## config.mk

```make
export PLATFORM = sky130hd
export DESIGN_NAME = ysyx_22040000_alu_arbiter
export DESIGN_NICKNAME = d
export VERILOG_FILES = /design/src/rtl/ysyx_22040000_alu_arbiter.sv
export SDC_FILE = /design/constraint.sdc
export NUM_CORES = 1
export LEC_CHECK = 0
export BUFFER_PORTS_ARGS = -buffer_cell sky130_fd_sc_hd__buf_4
export CAP_MARGIN = 0
export CORE_AREA = 2 2 107 109
export DETAILED_ROUTE_END_ITERATION = 6
export DIE_AREA = 0 0 109 111
export PLACE_DENSITY = 0.52
export SLEW_MARGIN = 20
export SYNTH_ARGS = -nofsm -noshare
export SYNTH_HDL_FRONTEND = slang
export SYNTH_SLANG_ARGS = --single-unit
```

## constraint.sdc

```tcl
create_clock -name clock -period 2.96 [get_ports clock]
set_clock_uncertainty 0.1 [all_clocks]
set_input_delay 0.888 -clock clock [delete_from_list [all_inputs] [get_ports clock]]
set_output_delay 0.888 -clock clock [all_outputs]
set_load 0.05 [all_outputs]
```

## src/rtl/ysyx_22040000_alu_arbiter.sv

```systemverilog
// Shares one combinational ALU between two valid/ready requesters; ALU_ARB_RR_EN selects round-robin over fixed priority.
// Latency 1 cycle (accept in N, rsp_valid in N+1); req_ready drops while the owner stalls rsp_ready.
module ysyx_22040000_alu_arbiter #(
  parameter int DWIDTH      = 32,
  parameter int ALUOP_WIDTH = 4
) (
  input  logic                   clock,
  input  logic                   reset,
  input  logic [1:0]             req_valid,
  output logic [1:0]             req_ready,
  input  logic [ALUOP_WIDTH-1:0] req_op0,
  input  logic [ALUOP_WIDTH-1:0] req_op1,
  input  logic [DWIDTH-1:0]      req_a0,
  input  logic [DWIDTH-1:0]      req_b0,
  input  logic [DWIDTH-1:0]      req_a1,
  input  logic [DWIDTH-1:0]      req_b1,
  output logic [1:0]             rsp_valid,
  input  logic [1:0]             rsp_ready,
  output logic [DWIDTH-1:0]      rsp_data,
  output logic [ALUOP_WIDTH-1:0] alu_sel,
  output logic [DWIDTH-1:0]      alu_a,
  output logic [DWIDTH-1:0]      alu_b,
  input  logic [DWIDTH-1:0]      alu_out
);

`ifdef ALU_ARB_RR_EN
  localparam logic RR_EN = 1'b1;
`else
  localparam logic RR_EN = 1'b0;
`endif

  typedef enum logic {IDLE, RESP} state_t;

  state_t state, state_nxt;
  logic   owner;
  logic   last_ptr;
  logic   can_issue;
  logic   fire;
  logic   gnt_idx;
  logic   contend_win;

  always_ff @(posedge clock) begin
    if (reset) state <= IDLE;
    else       state <= state_nxt;
  end

  always_comb begin
    can_issue   = (state == IDLE) || rsp_ready[owner];
    fire        = can_issue && !reset && (req_valid != 2'b00);
    // On contention the requester that did not win last time goes first.
    contend_win = RR_EN ? ~last_ptr : 1'b0;
    gnt_idx     = 1'b0;
    if (fire) begin
      if (req_valid == 2'b10)      gnt_idx = 1'b1;
      else if (req_valid == 2'b11) gnt_idx = contend_win;
    end
    req_ready = 2'b00;
    if (fire) req_ready = gnt_idx ? 2'b10 : 2'b01;

    state_nxt = state;
    if (fire)                                    state_nxt = RESP;
    else if (state == RESP && rsp_ready[owner])  state_nxt = IDLE;
  end

  // Ungranted cycles present requester 0 so the ALU never sees X.
  always_comb begin
    alu_sel = gnt_idx ? req_op1 : req_op0;
    alu_a   = gnt_idx ? req_a1  : req_a0;
    alu_b   = gnt_idx ? req_b1  : req_b0;
  end

  always_ff @(posedge clock) begin
    if (reset) begin
      rsp_data <= '0;
      owner    <= 1'b0;
      last_ptr <= 1'b1;
    end else if (fire) begin
      rsp_data <= alu_out;
      owner    <= gnt_idx;
      last_ptr <= gnt_idx;
    end
  end

  assign rsp_valid = (state == RESP) ? (owner ? 2'b10 : 2'b01) : 2'b00;

endmodule

```

==> parameters.txt <==
Parameter                              Value

STA
  Final min period ... 3.27 ns
  Setup repair after global routing missed its margin ... true
  Final slew viol count ... 0
  Max Clk Rate ... 0.305 GHz
  Least setup slack across all paths after layout ... -0.314 ns
  Setup Viol. Count Final ... 68
  Final count of hold timing violations ... 0
  Normalized max-slew margin ... 0.766
  Tightest Pin Transition ... 0.351 ns
  Final critical-path share of the clock period ... 1.11

GRT
  Global-route wire length before repair ... 14200 um
  Global Route Usage Sum ... 0.154
  Most used routing layer in global routing ... met2
  Met1 Usage GRT ... 0.152
  Met2 usage in global routing ... 0.303
  Largest net degree at the start of global routing ... 33
  Antenna violations before repair ... 0
  Overall overflow remaining after global route ... 0
  GRT met3 Usage ... 0.0341
  Via count of the first global-routing pass ... 2674

Final layout
  Antenna diode count ... 0
  Number of nets in the layout ... 624
  Area grow syn2layout ... 153%
  Leading cell types in the layout, fill and taps excluded ... 219 x sky130_fd_sc_hd__buf_4, 70 x sky130_fd_sc_hd__buf_6, 39 x sky130_fd_sc_hd__mux2_4, 34 x sky130_fd_sc_hd__dfxtp_1, 32 x sky130_fd_sc_hd__a22o_1
  Most frequent standard cell in the layout excluding fill and tap cells ... sky130_fd_sc_hd__buf_4
  Fin area ... 4840 sq um
  Fraction of layout instances using a drive strength above 1 ... 0.826

CTS
  Hold_buf cts ... 0
  Latest clock arrival within the worst-skew pair ... 0.27 ns
  Clk sinks ... 34
  TritonCTS clock tree ... yes
  Buffer levels on the longest clock path ... 2
  Number of buffers added by the clock tree synthesis step ... 5
  CTS HTree Levels ... 2
  Register clock-pin slew on the reported worst setup and hold paths ... 0.05 ns
  Clock root buffer master ... sky130_fd_sc_hd__clkbuf_16

Die
  IO Count ... 278
  Die extent in y ... 111 um
  Core ar. ... 11100 sq um
  Initial core utilization ... 0.173
  Std-Cell Rows ... 39
  Die area ... 12100 sq um
  Overall die width ... 109 um

Critical path
  CP endpoint kind ... primary output
  Maximum fanout along the worst path ... 18
  Required time of the critical path ... 1.97 ns
  Arrival time of the worst setup path ... 2.29 ns
  Kind of critical path ... input pin to primary output
  CP Launch Type ... input pin

Pwr
  Pwr Density ... 413 nW/um^2
  Power after layout ... 2.00 mW
  Maximum vdd ir drop ... 0.310 mV
  Static leakage ... 2.41 nW

Yosys
  Count of different cell masters after synthesis ... 21
  Number of instances in the synthesized netlist ... 164
  Net count of the mapped netlist ... 338
  Area share of the leading cell type in the synthesized netlist ... 0.355
  Post-synthesis sequential area ratio ... 0.355
  Syn_area_per_cell ... 11.7 sq um
  Flop and latch count out of synthesis ... 34
  Summed instance area of the synthesized netlist ... 1920 sq um
  Yosys top cell by area ... sky130_fd_sc_hd__dfxtp_1
  Count of synthesis-stage warnings from yosys ... 0
  Top area cells in the synthesized netlist ... sky130_fd_sc_hd__dfxtp_1 36%, sky130_fd_sc_hd__mux2_2 35%, sky130_fd_sc_hd__a22o_1 15%

Status
  Outcome ... finished with violations
  Violations in the final reports ... setup timing

Routing
  DR iter-0 viols ... 83
  WL per Instance ... 16.9 um
  Via Count ... 2522
  Aggregate routed wire length ... 9990 um
  First-pass iteration count of the detailed router ... 4
  Remaining design rule violation count ... 0
  Via/cell ratio ... 4.26
  Routed Antenna Nets ... 0

Place
  Final estimated routing congestion in global placement ... 0.909
  Detail Placement HPWL ... 8460 um
  Number of buffers inserted by port buffering ... 277
  Placed standard-cell area ... 4400 sq um

Run
  Max-cap violation count ... 0

Min path
  Hold Crit Class ... flop to flop
==> layout make-up <==
cell class	count	area [sq um]
Clock buffer	6	139
Fill cell	1057	6230
Inverter	2	7.51
Multi-Input combinational cell	114	1330
Sequential cell	34	681
Tap cell	143	179
Timing Repair Buffer	293	2510
==> cells by family (layout without fill, tap and decap cells) <==
kind of cell           count (synthesis)  in the layout  synth area share
muxes                                 69             69             0.405
AOI/OAI and AO/OA                     38             38             0.178
DFF                                   34             34             0.355
buffers and inverters                 16            301            0.0424
and+or+nand+nor                        7              7            0.0196
==> critical path, cell delays in order <==
cell	delay, ns
sky130_fd_sc_hd__buf_4	0.09
sky130_fd_sc_hd__mux2i_4	0.07
sky130_fd_sc_hd__a2111oi_4	0.35
sky130_fd_sc_hd__buf_12	0.19
sky130_fd_sc_hd__buf_12	0.17
sky130_fd_sc_hd__mux2_2	0.36
sky130_fd_sc_hd__buf_6	0.15
==> registers in the layout (all words and copies together), names as in the netlist <==
signal / cells
owner: 1
rsp_data: 32
state: 1
==> power breakdown <==
part / internal (mW) / switching [mW]
registers: 0.496 / 0.0215
logic: 0.448 / 0.541
clock network: 0.324 / 0.169
total: 1.27 / 0.731
==> synthesized netlist by cell type <==
cell type	number
sky130_fd_sc_hd__nand2b_1	1
sky130_fd_sc_hd__buf_6	1
sky130_fd_sc_hd__a22o_1	32
sky130_fd_sc_hd__nor3_1	1
sky130_fd_sc_hd__nor2b_1	1
sky130_fd_sc_hd__and3_1	1
sky130_fd_sc_hd__mux2_2	59
sky130_fd_sc_hd__a211oi_1	2
sky130_fd_sc_hd__a21oi_1	2
sky130_fd_sc_hd__clkbuf_1	6
sky130_fd_sc_hd__and2_1	1
sky130_fd_sc_hd__buf_4	2
sky130_fd_sc_hd__mux2i_1	1
sky130_fd_sc_hd__inv_1	2
sky130_fd_sc_hd__dfxtp_1	34
sky130_fd_sc_hd__mux2_1	9
sky130_fd_sc_hd__a2111oi_4	1
sky130_fd_sc_hd__buf_2	5
sky130_fd_sc_hd__nor2_1	1
sky130_fd_sc_hd__nand2_1	1
sky130_fd_sc_hd__a31o_2	1
==> stage by stage <==
| stage | utilization | TNS, ns | worst slack [ns] | hold WS [ns] | cells |
|---|---|---|---|---|---|
| 2_1_floorplan | - | -6.77 | -0.137 | 0.451 | 164 |
| 3_3_place_gp | 0.397 | -19.98 | -0.333 | 0.360 | 585 |
| 3_5_place_dp | 0.397 | -20.46 | -0.344 | 0.355 | 585 |
| 4_1_cts | 0.435 | -18.65 | -0.322 | 0.375 | 592 |
| 5_1_grt | 0.437 | -22.14 | -0.380 | 0.390 | 592 |
| 6_report | 0.437 | -17.95 | -0.314 | 0.374 | 592 |
==> final timing paths <==
check / from / end / slack [ns] / depth (start not counted)
max: rsp_ready[1] / alu_a[5] / -0.31 / 7
max reg2reg: owner$_SDFFE_PP0P_ / rsp_data[29]$_SDFFE_PP0P_ / 1.24 / 5
min reg2reg: rsp_data[13]$_SDFFE_PP0P_ / rsp_data[13]$_SDFFE_PP0P_ / 0.37 / 1
min: rsp_data[13]$_SDFFE_PP0P_ / rsp_data[13]$_SDFFE_PP0P_ / 0.37 / 1
==> metal layers <==
layer | wire [um] | vias up
li1 | - | 1192
met1 | 3210 | 1171
met2 | 5690 | 141
met3 | 795 | 18
met4 | 293 | 0
met5 | 0 | -
==> what timing repair did <==
| item | in CTS | in global routing |
|---|---|---|
| resized for setup | 73 | 7 |
| setup endpoints to repair | 69 | 69 |
| setup buffers | 1 | 0 |
Power figures use the tool's default switching activity.
